==> config.mk <==
export PLATFORM = sky130hd
export DESIGN_NAME = uart_word_tx_flat
export DESIGN_NICKNAME = d
export VERILOG_FILES = /design/src/rtl/uart_word_tx_if.sv /design/src/rtl/uart_word_tx.sv /design/src/flat_wrapper.sv
export SDC_FILE = /design/constraint.sdc
export NUM_CORES = 1
export LEC_CHECK = 0
export ABC_CLOCK_PERIOD_IN_PS = 7150
export BUFFER_PORTS_ARGS = -buffer_cell sky130_fd_sc_hd__buf_4
export CAP_MARGIN = 10
export CELL_PAD_IN_SITES_DETAIL_PLACEMENT = 0
export CELL_PAD_IN_SITES_GLOBAL_PLACEMENT = 1
export CORE_MARGIN = 3
export CORE_UTILIZATION = 23
export DETAILED_ROUTE_END_ITERATION = 8
export MAX_ROUTING_LAYER = met4
export PLACE_DENSITY_LB_ADDON = 0.05
export SLEW_MARGIN = 20
export SYNTH_ARGS = -nofsm -noshare
export SYNTH_HDL_FRONTEND = slang
export SYNTH_SLANG_ARGS = --single-unit
export TNS_END_PERCENT = 1
==> constraint.sdc <==
create_clock -name clk -period 7.15 [get_ports clk]
set_clock_uncertainty 0.1 [all_clocks]
set_input_delay 0.3575 -clock clk [delete_from_list [all_inputs] [get_ports clk]]
set_output_delay 0.3575 -clock clk [all_outputs]
set_load 0.005 [all_outputs]
==> src/rtl/uart_word_tx_if.sv <==
// -----------------------------------------------------------------------------
// uart_word_tx_if
//
// Purpose:
//   Valid/ready word handshake between a word producer and the uart_word_tx
//   serialiser. The producer owns word_valid and word_data; the serialiser
//   owns word_ready. A word moves on any rising clock edge where
//   word_valid and word_ready are both high.
//
// Signals:
//   word_valid  producer -> consumer  word_data holds a word to send
//   word_data   producer -> consumer  32-bit word to serialise
//   word_ready  consumer -> producer  consumer can take a word this cycle
//
// Modports:
//   master  word producer (drives word_valid, word_data)
//   slave   word consumer (drives word_ready)
// -----------------------------------------------------------------------------
interface uart_word_tx_if;

  logic        word_valid;
  logic [31:0] word_data;
  logic        word_ready;

  modport master (
    output word_valid,
    output word_data,
    input  word_ready
  );

  modport slave (
    input  word_valid,
    input  word_data,
    output word_ready
  );

endinterface : uart_word_tx_if

==> src/rtl/uart_word_tx.sv <==
// -----------------------------------------------------------------------------
// uart_word_tx
//
// Purpose:
//   Serialises 32-bit words onto a UART transmit line as four back-to-back
//   8N1 frames, least-significant byte first. Each bit is held for exactly
//   CYCLES_PER_BIT = CLK_HZ/BIT_RATE clock cycles. A word is accepted through
//   a valid/ready handshake, latched internally, and then sent without regard
//   to later changes on the handshake inputs.
//
// Parameters:
//   CLK_HZ      system clock frequency in Hz
//   BIT_RATE    UART line rate in bits/s
//
// Ports:
//   clk           in   system clock, rising edge
//   rst           in   synchronous, active-high reset
//   uart_tx_en    in   transmit enable; gates acceptance of new words only
//   word_if       --   slave side of the word handshake (valid/data/ready)
//   uart_txd      out  UART transmit pin, idle high (registered)
//   uart_tx_busy  out  a word is in progress
//   byte_done     out  1-cycle pulse on the last cycle of every stop bit
//   word_done     out  1-cycle pulse together with the 4th byte_done
// -----------------------------------------------------------------------------
module uart_word_tx #(
  parameter int CLK_HZ   = 50_000_000,
  parameter int BIT_RATE = 9600
) (
  input  logic           clk,
  input  logic           rst,
  input  logic           uart_tx_en,
  uart_word_tx_if.slave  word_if,
  output logic           uart_txd,
  output logic           uart_tx_busy,
  output logic           byte_done,
  output logic           word_done
);

  // ---------------------------------------------------------------------------
  // Derived constants
  // ---------------------------------------------------------------------------
  localparam int CYCLES_PER_BIT = CLK_HZ / BIT_RATE;
  localparam int CNT_W          = (CYCLES_PER_BIT > 1) ? $clog2(CYCLES_PER_BIT) : 1;
  localparam logic [CNT_W-1:0] CNT_LAST = CNT_W'(CYCLES_PER_BIT - 1);

  typedef enum logic [1:0] {
    IDLE  = 2'd0,
    START = 2'd1,
    DATA  = 2'd2,
    STOP  = 2'd3
  } state_t;

  // ---------------------------------------------------------------------------
  // State
  // ---------------------------------------------------------------------------
  state_t           state_q,     state_d;
  logic [CNT_W-1:0] cnt_q,       cnt_d;        // cycles within current bit
  logic [2:0]       bit_idx_q,   bit_idx_d;    // data bit within byte, 0..7
  logic [1:0]       byte_idx_q,  byte_idx_d;   // byte within word, 0..3
  logic [31:0]      word_q,      word_d;       // latched word being sent
  logic             txd_q,       txd_d;
  logic             byte_done_q, byte_done_d;
  logic             word_done_q, word_done_d;

  logic             ready;
  logic             accept;
  logic             bit_end;

  // Ready is combinational so a producer holding word_valid high is taken on
  // the first idle cycle; reset masks it so nothing slips in during reset.
  assign ready               = (state_q == IDLE) && uart_tx_en && !rst;
  assign accept              = ready && word_if.word_valid;
  assign bit_end             = (cnt_q == CNT_LAST);
  assign word_if.word_ready  = ready;

  // ---------------------------------------------------------------------------
  // Next-state and output decode
  // ---------------------------------------------------------------------------
  // NOTE: every signal written here gets a default first so no path through
  // the case statement leaves one unassigned, which would infer a latch.
  always_comb begin
    state_d    = state_q;
    cnt_d      = cnt_q;
    bit_idx_d  = bit_idx_q;
    byte_idx_d = byte_idx_q;
    word_d     = word_q;

    unique case (state_q)
      IDLE: begin
        cnt_d = '0;
        if (accept) begin
          state_d    = START;
          word_d     = word_if.word_data;
          bit_idx_d  = '0;
          byte_idx_d = '0;
        end
      end

      START: begin
        cnt_d = bit_end ? '0 : cnt_q + CNT_W'(1);
        if (bit_end) begin
          state_d   = DATA;
          bit_idx_d = '0;
        end
      end

      DATA: begin
        cnt_d = bit_end ? '0 : cnt_q + CNT_W'(1);
        if (bit_end) begin
          if (bit_idx_q == 3'd7) begin
            state_d = STOP;
          end else begin
            bit_idx_d = bit_idx_q + 3'd1;
          end
        end
      end

      STOP: begin
        cnt_d = bit_end ? '0 : cnt_q + CNT_W'(1);
        if (bit_end) begin
          // Byte index wraps 3 -> 0 on the way back to IDLE.
          byte_idx_d = byte_idx_q + 2'd1;
          state_d    = (byte_idx_q == 2'd3) ? IDLE : START;
        end
      end

      default: begin
        state_d = IDLE;
      end
    endcase

    // Outputs are registered: decode what the line must show in the cycle
    // after this edge, so uart_txd never glitches on state/counter changes.
    unique case (state_d)
      IDLE:    txd_d = 1'b1;
      START:   txd_d = 1'b0;
      DATA:    txd_d = word_d[{byte_idx_d, bit_idx_d}];
      STOP:    txd_d = 1'b1;
      default: txd_d = 1'b1;
    endcase

    byte_done_d = (state_d == STOP) && (cnt_d == CNT_LAST);
    word_done_d = byte_done_d && (byte_idx_d == 2'd3);
  end

  // ---------------------------------------------------------------------------
  // Control registers
  // ---------------------------------------------------------------------------
  // NOTE: sequential state uses non-blocking assignments so every register
  // samples the pre-edge values, independent of statement order.
  always_ff @(posedge clk) begin
    if (rst) begin
      state_q     <= IDLE;
      cnt_q       <= '0;
      bit_idx_q   <= '0;
      byte_idx_q  <= '0;
      txd_q       <= 1'b1;
      byte_done_q <= 1'b0;
      word_done_q <= 1'b0;
    end else begin
      state_q     <= state_d;
      cnt_q       <= cnt_d;
      bit_idx_q   <= bit_idx_d;
      byte_idx_q  <= byte_idx_d;
      txd_q       <= txd_d;
      byte_done_q <= byte_done_d;
      word_done_q <= word_done_d;
    end
  end

  // NOTE: the word register carries data only; its contents are never looked
  // at outside a frame, so it is left out of reset.
  always_ff @(posedge clk) begin
    word_q <= word_d;
  end

  // ---------------------------------------------------------------------------
  // Outputs
  // ---------------------------------------------------------------------------
  assign uart_txd     = txd_q;
  assign uart_tx_busy = (state_q != IDLE);
  assign byte_done    = byte_done_q;
  assign word_done    = word_done_q;

  // ---------------------------------------------------------------------------
  // Structural invariants
  // ---------------------------------------------------------------------------
  a_word_done_with_byte_done : assert property (
    @(posedge clk) disable iff (rst) word_done_q |-> byte_done_q);

  a_byte_done_in_stop : assert property (
    @(posedge clk) disable iff (rst) byte_done_q |-> (state_q == STOP));

  a_ready_only_idle : assert property (
    @(posedge clk) disable iff (rst) ready |-> !uart_tx_busy);

endmodule : uart_word_tx

==> src/flat_wrapper.sv <==
// flat-port wrapper written by rule: the top's interface ports become plain ports
module uart_word_tx_flat 
#(
  parameter int CLK_HZ   = 50_000_000,
  parameter int BIT_RATE = 9600
)
  (clk, rst, uart_tx_en, uart_txd, uart_tx_busy, byte_done, word_done, word_if_word_valid, word_if_word_data, word_if_word_ready);
  uart_word_tx_if word_if_i ();
  input  logic clk;
  input  logic rst;
  input  logic uart_tx_en;
  output logic uart_txd;
  output logic uart_tx_busy;
  output logic byte_done;
  output logic word_done;
  input wire logic [$bits(word_if_i.word_valid)-1:0] word_if_word_valid;
  input wire logic [$bits(word_if_i.word_data)-1:0] word_if_word_data;
  output wire logic [$bits(word_if_i.word_ready)-1:0] word_if_word_ready;
  assign word_if_i.word_valid = word_if_word_valid;
  assign word_if_i.word_data = word_if_word_data;
  assign word_if_word_ready = word_if_i.word_ready;
  uart_word_tx #(.CLK_HZ(CLK_HZ), .BIT_RATE(BIT_RATE)) u_core (.clk(clk), .rst(rst), .uart_tx_en(uart_tx_en), .word_if(word_if_i), .uart_txd(uart_txd), .uart_tx_busy(uart_tx_busy), .byte_done(byte_done), .word_done(word_done));
endmodule
==> key figures <==
Worst setup path
  – Worst Setup Start Kind: flip-flop
  – Crit-path slowest cell: nor4_4
  – Crit-path cells: ha_1 > or3b_4 > nor4_4 > o21ai_0 > a22o_1 > inv_1 > ha_1 > nand4b_1 > or4_1 > nor4_1 > nor3b_1
  – CP max stage delay: 800 ps
  – CP Capture Type: flip-flop
  – Setup CP Type: flip-flop to flip-flop
  – WP data arrival: 4070 ps
  – CP Max Fanout: 15
  – Worst Path Required: 7270 ps
  – Worst path most repeated cell: ha_1

Global routing
  – GRT Residual Overflow: 0
  – Pin count of the biggest net entering global routing: 35
  – Initial antenna violation count: 0
  – First-pass GRT wire length: 11550 µm
  – Gr usage total: 10.78%
  – Vias in the first global route: 2134

Logic synthesis
  – Syn avg cell area: 9.997 µm²
  – Syn. warnings: 0
  – Post-synthesis sequential area ratio: 38.11%
  – Yosys reg bits: 55
  – Synth Cell Area: 0.002889 mm²
  – EDFF count, synth: 0
  – Async SR Flop Fraction: 0%
  – Cells after Synth: 289
  – Unique masters post-synth: 67
  – Top_reg_cell synth: dfxtp_1
  – Syn_nets: 336

Timing
  – Slew margin rel.: 39.57%
  – Period Utilization, post-route: 55.30%
  – Slew Viols, Final: 0
  – Fin crit period: 3954 ps
  – Setup_tns: 0 ps
  – Peak Freq: 252.9 MHz
  – Least-Margin Pin Slew: 899.6 ps
  – RSZ-0062 raised after global routing: false
  – Final setup margin: 3196 ps
  – Fin. Hold Viols: 0
  – Final setup vio count: 0

Clocking
  – Worst-case clock buffer depth: 2
  – H-Tree Level Count: 2
  – Post-CTS Setup Inserts: 0
  – Sinks on Clock Net: 55
  – TritonCTS Buffers: 5
  – CTS tree: yes
  – Cts repair resizes: 0
  – Clk slew on worst S/H paths: 70 ps
  – Worst-Skew Late Latency: 300 ps
  – Post-CTS Hold Buffers: 0
  – Root Buffer: clkbuf_16

Placement
  – Cell Count Post-Placement: 486
  – Global placer's final weighted congestion: 0.7326
  – Dpl hpwl: 5208 µm
  – PortBufs: 40
  – Pre-CTS setup slack: 3229 ps

Finish
  – Diodes inserted: 0
  – Layout area overhead: 20.75%
  – Cell Count, Final, Fillers Out: 493
  – Layout cells sized above 1: 32.92%
  – Nets@finish: 372

Detailed routing
  – Wirelength per Cell: 14.30 µm
  – ANT nets after route: 0
  – Vias: 2161
  – Mean number of vias per cell: 4.383
  – Final WL: 7050 µm
  – Drt first pass iters: 4
  – DRC: 0
  – Drt initial violations: 91

Die
  – Die Wd: 118.1 µm
  – CORE AREA: 0.01216 mm²
  – Starting Density: 23.76%
  – # rows: 40
  – DIE AREA: 0.01394 mm²
  – Die Span Y: 118.1 µm
  – I/O pins: 41

Power and ir drop
  – Max rail drop VDD: 97.24 µV
  – Pleak: 1.455 nW
  – PwrDens: 305.1 mW/mm²

Outcome
  – Status: completed

Hold path
  – HP Class: input pin to flip-flop

Job
  – Max-cap viol count: 0
[report_power, final]
group / leakage [nW] / total (mW) / switching, mW / internal, mW
registers: 0.456 / 0.434 / 0.0245 / 0.410
logic: 0.922 / 0.352 / 0.177 / 0.175
clock network: 0.0769 / 0.278 / 0.114 / 0.164
total: 1.45 / 1.06 / 0.316 / 0.749
[metal layers]
layer	vias up	routed length, µm	part of all wire, %	track usage (%)
met3	10	286	4.1	2.739
met4	0	112	1.6	3.516
met2	37	3311	47	16.83
met5	-	0	0	-
met1	1021	3340	47	13.65
li1	1093	-	-	-
[state kept, by name, summed over array words and instances (netlist names)]
register           flops
u_core.word_q         32
u_core.word_done       1
u_core.byte_done       1
u_core.byte_idx_q      2
u_core.state_q         2
u_core.cnt_q          13
u_core.bit_idx_q       3
u_core.uart_txd        1
[kinds of logic after synthesis]
group	share of synthesized area, %
compound gates	11.26
simple gates	19.88
fa+ha+maj	4.764
mux	18.06
xor+xnor	3.941
buf+inv	3.984
flops	38.11
[worst paths after layout]
kind         slack (ps)                  startpoint                          end  depth (start not counted)
max                3200  u_core.cnt_q[0]$_SDFF_PP0_  u_core.word_done$_SDFF_PP0_                         11
min                 200        word_if_word_data[1]     u_core.word_q[1]$_DFF_P_                          2
max reg2reg        3200  u_core.cnt_q[0]$_SDFF_PP0_  u_core.word_done$_SDFF_PP0_                         11
min reg2reg         350  u_core.cnt_q[0]$_SDFF_PP0_   u_core.cnt_q[0]$_SDFF_PP0_                          1
[Yosys cell counts (2+ instances only)]
| master | number | area, µm² |
|---|---|---|
| and3_1 | 6 | 37.54 |
| and4_2 | 2 | 20.02 |
| a31oi_1 | 2 | 12.51 |
| mux2i_1 | 11 | 110.1 |
| buf_2 | 3 | 15.01 |
| a21oi_1 | 8 | 40.04 |
| mux2_2 | 34 | 382.9 |
| or2_2 | 2 | 12.51 |
| inv_1 | 12 | 45.04 |
| nand2b_1 | 2 | 12.51 |
| nor2_1 | 30 | 112.6 |
| buf_4 | 2 | 15.01 |
| nand4_1 | 4 | 25.02 |
| o21ai_0 | 7 | 35.03 |
| ha_1 | 11 | 137.6 |
| dfxtp_1 | 55 | 1101 |
| xnor2_1 | 4 | 35.03 |
| xor2_1 | 9 | 78.83 |
| o211ai_2 | 3 | 37.54 |
| or3_1 | 6 | 37.54 |
| o22ai_1 | 2 | 12.51 |
| nand3_1 | 3 | 15.01 |
| nor3_1 | 6 | 30.03 |
| and2_1 | 5 | 31.28 |
| nor3b_1 | 3 | 22.52 |
| o22ai_2 | 2 | 25.02 |
| clkbuf_1 | 3 | 11.26 |
| nand2_1 | 13 | 48.80 |
[through the flow]
step           util [%]  power, mW  cell area, µm²  hold slack (ps)
2_1_floorplan         -     0.6973            2889            320.4
3_3_place_gp      27.38     0.8045            3329            339.9
3_5_place_dp      27.38     0.8051            3329            341.3
4_1_cts           28.68      1.092            3488            186.7
5_1_grt           28.68      1.152            3488            198.2
6_report          28.68      1.064            3488            199.0
[final cells by class]
type / count / area [µm²]
Tap cell: 168 / 210.2
Clock inverter: 1 / 30.03
Sequential cell: 55 / 1101
Inverter: 12 / 45.04
Clock buffer: 6 / 128.9
Fill cell: 1285 / 8673
Timing Repair Buffer: 40 / 300.3
Multi-Input combinational cell: 211 / 1673
[critical path, delay by kind of cell, from the launching register on]
| kind | cells | cell delay [ps] |
|---|---|---|
| AOI/OAI and AO/OA | 2 | 450 |
| adders and majority gates | 2 | 440 |
| buffers and inverters | 1 | 90 |
| DFF | 1 | 360 |
| and+or+nand+nor | 6 | 2440 |
[layout by cell type (no fill, tap or decap), drive strengths merged, types with 2 or more instances in the layout]
cell and instances:
a21oi 8, a22oi 2, a31oi 2, and2 6
and3 6, and4 2, buf 40, clkbuf 6
dfxtp 55, ha 11, inv 12, mux2 35
mux2i 12, nand2 14, nand2b 2, nand3 3
nand4 4, nor2 31, nor3 7, nor3b 3
nor4 2, o211ai 4, o21ai 8, o22ai 4
or2 3, or2b 2, or3 6, xnor2 4
xor2 9
(Power assumes the default switching activity.)
